**src/rtl/phoenix_switch_control.sv**
```systemverilog
// Phoenix router switch control: arbitrates input routing requests, computes XY routes and
// tracks output allocation. Define PHOENIX_RR_ARB_EN for round-robin arbitration (default: fixed).

`ifndef TAM_FLIT
`define TAM_FLIT 16
`endif

module phoenix_switch_control #(
    parameter int unsigned FLIT_W = `TAM_FLIT
) (
    input  logic                  clock,
    input  logic                  reset,
    input  logic [FLIT_W/2-1:0]   address,
    input  logic [4:0]            h,
    input  logic [4:0]            sender,
    input  logic [5*FLIT_W-1:0]   data,
    output logic [4:0]            ack_h,
    output logic [4:0]            free,
    output logic [14:0]           mux_in
);

    localparam int unsigned HalfW    = FLIT_W / 2;
    localparam int unsigned QuarterW = FLIT_W / 4;

    localparam logic [2:0] East  = 3'd0;
    localparam logic [2:0] West  = 3'd1;
    localparam logic [2:0] North = 3'd2;
    localparam logic [2:0] South = 3'd3;
    localparam logic [2:0] Local = 3'd4;

    typedef enum logic [1:0] {S_IDLE, S_ARB, S_ROUTE, S_ACK} state_e;

    state_e      state_q, state_d;
    logic [2:0]  sel_q, sel_d;
    logic [2:0]  target_q, target_d;
    logic [4:0]  free_q, free_d;
    logic [4:0]  seen_q, seen_d;
    logic [2:0]  mux_q [5];
    logic [2:0]  mux_d [5];

    logic [4:0]        req;
    logic              arb_found;
    logic [2:0]        arb_sel;
    logic              grant;
    logic [2:0]        route_target;
    logic [HalfW-1:0]  header [5];
    logic [HalfW-1:0]  sel_header;
    logic [QuarterW-1:0] dst_x, dst_y, loc_x, loc_y;

    // Only the address half of each head flit matters to routing.
    logic unused_data;
    assign unused_data = ^data;

    for (genvar i = 0; i < 5; i++) begin : g_header
        assign header[i] = data[i*FLIT_W +: HalfW];
    end

    // A buffer already streaming a packet must not win arbitration again.
    assign req = h & ~sender;

`ifdef PHOENIX_RR_ARB_EN
    logic [2:0] rr_q, rr_d;
    logic [2:0] rr_idx;

    always_comb begin
        arb_found = 1'b0;
        arb_sel   = East;
        rr_idx    = East;
        for (int k = 1; k <= 5; k++) begin
            rr_idx = 3'((int'(rr_q) + k) % 5);
            if (!arb_found && req[rr_idx]) begin
                arb_found = 1'b1;
                arb_sel   = rr_idx;
            end
        end
    end

    always_ff @(posedge clock) begin
        if (reset) begin
            rr_q <= Local;
        end else begin
            rr_q <= rr_d;
        end
    end
`else
    always_comb begin
        arb_found = |req;
        if (req[Local]) begin
            arb_sel = Local;
        end else if (req[East]) begin
            arb_sel = East;
        end else if (req[West]) begin
            arb_sel = West;
        end else if (req[North]) begin
            arb_sel = North;
        end else begin
            arb_sel = South;
        end
    end
`endif

    // XY dimension-order routing on the selected header.
    assign sel_header = header[sel_q];
    assign dst_x      = sel_header[HalfW-1:QuarterW];
    assign dst_y      = sel_header[QuarterW-1:0];
    assign loc_x      = address[HalfW-1:QuarterW];
    assign loc_y      = address[QuarterW-1:0];

    always_comb begin
        if (dst_x > loc_x) begin
            route_target = East;
        end else if (dst_x < loc_x) begin
            route_target = West;
        end else if (dst_y > loc_y) begin
            route_target = North;
        end else if (dst_y < loc_y) begin
            route_target = South;
        end else begin
            route_target = Local;
        end
    end

    always_comb begin
        state_d  = state_q;
        sel_d    = sel_q;
        target_d = target_q;
        grant    = 1'b0;
`ifdef PHOENIX_RR_ARB_EN
        rr_d     = rr_q;
`endif
        unique case (state_q)
            S_IDLE: begin
                if (h != 5'b0) begin
                    state_d = S_ARB;
                end
            end
            S_ARB: begin
                if (arb_found) begin
                    sel_d   = arb_sel;
                    state_d = S_ROUTE;
                end else begin
                    state_d = S_IDLE;
                end
            end
            S_ROUTE: begin
                // Registered free: a release landing this cycle is only seen on the retry.
                if (free_q[route_target]) begin
                    target_d = route_target;
                    state_d  = S_ACK;
                end else begin
`ifdef PHOENIX_RR_ARB_EN
                    rr_d    = sel_q;
`endif
                    state_d = S_IDLE;
                end
            end
            S_ACK: begin
                grant   = 1'b1;
`ifdef PHOENIX_RR_ARB_EN
                rr_d    = sel_q;
`endif
                state_d = S_IDLE;
            end
            default: state_d = S_IDLE;
        endcase
    end

    // Output allocation: release needs the source seen sending, then seen idle.
    always_comb begin
        free_d = free_q;
        seen_d = seen_q;
        mux_d  = mux_q;
        for (int o = 0; o < 5; o++) begin
            if (!free_q[o]) begin
                if (sender[mux_q[o]]) begin
                    seen_d[o] = 1'b1;
                end else if (seen_q[o]) begin
                    free_d[o] = 1'b1;
                    seen_d[o] = 1'b0;
                end
            end
        end
        if (grant) begin
            free_d[target_q] = 1'b0;
            mux_d[target_q]  = sel_q;
        end
    end

    always_ff @(posedge clock) begin
        if (reset) begin
            state_q  <= S_IDLE;
            sel_q    <= East;
            target_q <= East;
            free_q   <= 5'b11111;
            seen_q   <= 5'b00000;
            mux_q    <= '{default: 3'd0};
        end else begin
            state_q  <= state_d;
            sel_q    <= sel_d;
            target_q <= target_d;
            free_q   <= free_d;
            seen_q   <= seen_d;
            mux_q    <= mux_d;
        end
    end

    always_comb begin
        ack_h = 5'b0;
        if (state_q == S_ACK && !reset) begin
            ack_h[sel_q] = 1'b1;
        end
    end

    always_comb begin
        mux_in = 15'b0;
        for (int o = 0; o < 5; o++) begin
            mux_in[o*3 +: 3] = mux_q[o];
        end
    end

    assign free = free_q;

endmodule

```
**config.mk**
```make
export PLATFORM = sky130hd
export DESIGN_NAME = phoenix_switch_control
export DESIGN_NICKNAME = d
export VERILOG_FILES = /design/src/rtl/phoenix_switch_control.sv
export SDC_FILE = /design/constraint.sdc
export NUM_CORES = 1
export LEC_CHECK = 0
export CAP_MARGIN = 0
export CORE_MARGIN = 4
export CORE_UTILIZATION = 39
export CTS_CLUSTER_SIZE = 20
export DETAILED_ROUTE_END_ITERATION = 16
export PLACE_DENSITY_LB_ADDON = 0.12
export SLEW_MARGIN = 20
export SYNTH_ARGS = -nofsm -noshare
export SYNTH_HDL_FRONTEND = slang
export SYNTH_SLANG_ARGS = --single-unit
```
**constraint.sdc**
```tcl
create_clock -name clock -period 3.5 [get_ports clock]
set_clock_uncertainty 0.05 [all_clocks]
set_input_delay 0.525 -clock clock [delete_from_list [all_inputs] [get_ports clock]]
set_output_delay 0.525 -clock clock [all_outputs]
set_load 0.03 [all_outputs]
```
# After elaboration in Yosys (flattened, before gate mapping)

Index checks and enable logic that the tools add are counted.

Bitwise operators: 6
Reduce and logical (&&, ||, !) cells: 10
Muxes and demuxes: 57
Equality and inequality tests: 4
Magnitude comparators: 17

Operator list:

| kind                                                                          | count |
|---|---|
| 3-bit by 4-bit less-than comparator with 1-bit output (second input constant) | 8 |
| 1-bit 2-to-1 mux                                                              | 30 |
| 8-bit binary-select mux with 3-bit select                                     | 1 |
| 1-bit binary-select mux with 3-bit select                                     | 6 |
| 3-bit 2-to-1 mux                                                              | 6 |
| 8-bit 2-to-1 mux                                                              | 2 |
| 15-bit bitwise mux                                                            | 1 |
| 5-bit bitwise AND                                                             | 2 |
| 2-bit 2-to-1 mux                                                              | 5 |
| 5-bit 2-to-1 mux                                                              | 2 |
| 5-bit NOT                                                                     | 2 |
| 3-bit demux with 3-bit select                                                 | 1 |
| 4-bit >= comparator (second input constant)                                   | 2 |
| 4-bit > comparator                                                            | 2 |
| 4-bit less-than comparator                                                    | 2 |
| 3-bit NOT with 4-bit output                                                   | 2 |
| 2-bit one-hot mux with 4 select lines                                         | 1 |
| 1-bit demux with 3-bit select                                                 | 2 |
| 3-bit by 1-bit >= comparator with 1-bit output (second input constant)        | 2 |
| 5-bit nonzero test                                                            | 1 |
| 5-bit OR reduction                                                            | 1 |
| 2-bit equality test (second input constant)                                   | 2 |
| 1-bit logical AND                                                             | 4 |
| 4-bit by 1-bit less-than comparator with 1-bit output (second input constant) | 1 |
| 5 further kinds                                                               | 6 |

Register bits: 33
Logic and storage cells: 108

# Longest topological paths before layout

Depth after elaboration: 13
Depth in mapped cells: 11

# Worst setup path after synthesis

Ideal clock, no wire load.

Path kind: reg2reg
Start point: register sel_q[0]
End point: register target_q[1]
Data required time: 3.330 ns
Buffers on the path: 1
Arrival time: 2.394 ns
Stages on the path, launching flop included: 10
Path slack: 0.937 ns
Path through: dfxtp_1 buf_2 mux2_2 a22oi_1 o22ai_1 ha_1 and4_2 a211o_1 o211a_1 a211o_1

Cells in the longest elaborated chain, start to end: 12
Elaborated cells on any way between the ends: 15

RTL lines:

| what                                                    | RTL line | text |
|---|---|---|
| start: declaration                                      | 34       | `logic [2:0] sel_q, sel_d;` |
| start signal: assignment                                | 192      | `sel_q <= East;` |
| start signal: assignment                                | 199      | `sel_q <= sel_d;` |
| 3-bit NOT with 4-bit output (implied by the code) (*)   | 103      | `assign sel_header = header[sel_q];` |
| 8-bit binary-select mux with 3-bit select (*)           | 103      |  |
| 8-bit 2-to-1 mux (implied by the code) (*) (2 in a row) | 103      |  |
| 4-bit less-than comparator                              | 116      | `end else if (dst_y < loc_y) begin` |
| 3-bit 2-to-1 mux                                        | 116      |  |
| 3-bit 2-to-1 mux                                        | 114      | `end else if (dst_y > loc_y) begin` |
| 3-bit 2-to-1 mux                                        | 112      | `end else if (dst_x < loc_x) begin` |
| 3-bit 2-to-1 mux (*)                                    | 110      | `if (dst_x > loc_x) begin` |
| 1-bit binary-select mux with 3-bit select               | 147      | `if (free_q[route_target]) begin` |
| 1-bit 2-to-1 mux (implied by the code)                  | 147      |  |
| 2-bit AND reduction (no line)                           | -        |  |
| end signal: assignment                                  | 193      | `target_q <= East;` |
| end signal: assignment                                  | 200      | `target_q <= target_d;` |
| end: declaration                                        | 35       | `logic [2:0] target_q, target_d;` |

Every way passes the cells marked *; elsewhere a longest branch is shown, timed or not. The select of a mux whose other input is x is not followed.
A chain may end at the register's enable or synchronous reset.

# Final worst setup path

Ends and elaborated chain as after synthesis.

==> summary.md <==
| Metric | Value |
|---|---|
| Vias in the first global route | `~2200` |
| R2r worst-path depth | `10` |
| Initial core utilization | `0.4058` |
| Gr usage total | `0.1915` |
| Synth Area in Compound Gates | `0.1948` |
| Hold Crit Depth | `2` |
| Worst Max-Slew Pin Slew | `roughly 520 ps` |
| Port Buffers | `84` |
| Largest net degree at the start of global routing | `36` |
| Flop and latch count out of synthesis | `33` |
| RSZ-0062 raised after global routing | `false` |
| Clk Tree Root Cell | `clkbuf_8` |
| Share of cells above drive strength 1 | `0.1099` |
| WS Path Type | `flip-flop to flip-flop` |
| DP Wirelength | `5156 um` |
| Post-CTS Setup Inserts | `0` |
| Ant diodes | `0` |
| CTS clock-pin slew for the worst setup and hold paths | `approximately 70 ps` |
| Ports | `around 130` |
| Worst EP required | `3620 ps` |
| FF+latch area | `around 660 um2` |
| Final Setup Violations | `0` |
| Final Max Slew Viols | `0` |
| Worst reg2reg endpoint | `target_q[1]` |
| Post-route setup TNS | `0 ps` |
| 1st-pass router iterations | `4` |
| Detailed-route wire length | `approximately 6500 um` |
| Post-synth EDFFs | `0` |
| Setup ws final | `about 550 ps` |
| Top cell type by total area after synthesis | `dfxtp_1` |
| Pwr Density | `around 390 nW/um2` |
| Fill cell count | `roughly 520` |
| Worst slack, placed | `about 370 ps` |
| Routed Antenna Nets | `0` |
| Sequential area share after synthesis | `0.2938` |
| Most frequent cells after synthesis | `nor2_1 (41), dfxtp_1 (33), mux2i_1 (23), a21oi_1 (21), nand2_1 (19)` |
| Clock buffer depth | `2` |
| CTS tree | `yes` |
| Core area | `roughly 5500 um2` |
| Top-count cell post-synth | `nor2_1` |
| Syn Nets | `around 380` |
| Drt drc | `0` |
| Area of the multi-input gates | `approximately 1500 um2` |
| Setup crit start kind | `flip-flop` |
| WP data arrival | `3080 ps` |
| Routability cong. | `0.8324` |
| Yosys top cell area share | `0.2938` |
| Area share of and/or/nand/nor cells after synthesis | `0.2465` |
| Synth Area in XOR/XNOR | `0` |
| Achievable Freq | `338.8 MHz` |
| Yosys cell types | `50` |
| Post-synthesis adder-cell area fraction | `0.04452` |
| R2R setup slack | `around 550 ps` |
| Outcome | `completed` |
| Routed length per placed instance | `around 15 um` |
| Reg2reg start | `sel_q[0]` |
| P&R area growth vs syn | `45.19%` |
| CTS Hold Buffers Added | `0` |
| First-pass GRT wire length | `~11000 um` |
| Yosys warns | `0` |
| Max cap viols | `0` |
| Leak pwr | `roughly 1.2 nW` |
| Largest fanout on the critical path | `7` |
| TritonCTS Buffers | `5` |
| Grt ovf | `0` |
| Iteration-0 DRC Markers | `approximately 170` |
| Synth Instances | `about 270` |
| Post-synthesis mux area share | `0.1775` |
| Die height | `roughly 84 um` |
| Nets | `~460` |
| DIE WIDTH | `about 84 um` |
| Largest family of logic cells by synthesized area | `simple AND/OR/NAND/NOR gates` |
| Post-synth ARST share | `0` |
| Avg Inst Size Synth | `about 8.4 um2` |
| Clk Latency, worst-skew pair | `roughly 290 ps` |
| Hold WC Path Type | `flip-flop to flip-flop` |
| H-tree levels | `2` |
| Hold Crit Endpoint | `free[0]` |
| Vias per cell | `~5.3` |
| Initial antenna violation count | `0` |
| Max VDD drop | `approximately 0.24 mV` |
| Post-CTS Resized | `0` |
| Vias | `roughly 2300` |
| Endpoints failing hold | `0` |
| Synth area leaders | `dfxtp_1 (29%), mux2i_1 (10%), mux4_2 (7.0%)` |
| CP endpoint kind | `flip-flop` |
| Slew HR | `0.6513` |
| Worst hold start | `seen_q[0]` |
| Top FF cell, synth | `dfxtp_1` |
| Die Footprint | `between 7000 and 8000 um2` |
| Post-Syn Area | `2248 um2` |
| Final Cycle Share | `0.8434` |
| Row Count | `27` |
| Post-layout minimum cycle time | `slightly below 3000 ps` |
| Total power | `1.266 mW` |
| Clock sink count | `33` |
==> layer usage <==
metal	up-vias	global-route usage	part of all wire
met5	-	0	0
met3	11	0.03455	0.049
met4	0	0.06433	0.013
met1	1045	0.2664	0.47
met2	63	0.2979	0.47
li1	1154	-	-
==> logic make-up (layout without fill, tap and decap cells) <==
logic type | Yosys count | count (layout)
compound gates | 64 | 64
mux | 31 | 31
buf+inv | 25 | 113
fa+ha+maj | 8 | 8
simple gates | 106 | 106
flops | 33 | 33
==> sequential cells by signal, summed over array words and instances, names as in the netlist <==
signal    cells
seen_q        5
free          5
mux_in       15
state_q       2
sel_q         3
target_q      3
==> layout make-up <==
class / count / share of cell area
Tap cell: 72 / 0.02760
Clock buffer: 8 / 0.02453
Sequential cell: 33 / 0.2024
Multi-Input combinational cell: 209 / 0.4569
Inverter: 13 / 0.01495
Timing Repair Buffer: 92 / 0.2737
==> worst max-delay path, stage by stage, from the launching register on <==
cell and delay, ps:
dfxtp_1 500, buf_4 230, mux4_2 490, nand2_1 90, nand2_1 90, ha_1 310
nor2b_4 180, o211ai_2 130, and4_1 290, o211a_1 220, a211o_1 250
==> through the flow <==
stage          area [um2]  utilization  instances  hold WS [ps]
2_1_floorplan        2248            -        267         380.6
3_3_place_gp         3184       0.5748        419         388.4
3_5_place_dp         3184       0.5748        419         393.4
4_1_cts              3264       0.5892        427         404.9
5_1_grt              3264       0.5892        427         421.8
6_report             3264       0.5892        427         399.2
==> cells in the final DEF (no fill, tap or decap), types with 2 or more instances in the layout <==
cell and n:
clkdlybuf4s50_1 81, nor2_1 41, dfxtp_1 33, mux2i_1 23
a21oi_1 21, nand2_1 19, inv_1 13, nand3_1 13
buf_4 11, ha_1 8, mux4_2 7, o21ai_0 6
a22oi_1 6, a31oi_1 6, o22ai_1 6, nor3_1 6
nor3b_1 5, clkbuf_8 5, nor2b_1 4, clkbuf_1 3
and3_1 2, nand4_1 2, o211ai_2 2, a211o_1 2
and4_1 2, a221oi_1 2, o21bai_1 2
==> where the power goes <==
| group | switching [mW] | internal, mW |
|---|---|---|
| logic | 0.290 | 0.257 |
| clock network | 0.134 | 0.141 |
| registers | 0.0405 | 0.403 |
==> worst max path at each step <==
stage,startpoint,endpoint,slack (ps),cells past startpoint
global placement,data[55],target_q[1],390,9
global route,sel_q[0],target_q[2],400,10
floorplan,sel_q[0],target_q[1],940,9
detailed placement,data[55],target_q[1],370,9
CTS,sel_q[0],target_q[1],570,10
finish,sel_q[0],target_q[1],550,10
Power figures use the tool's default switching activity.
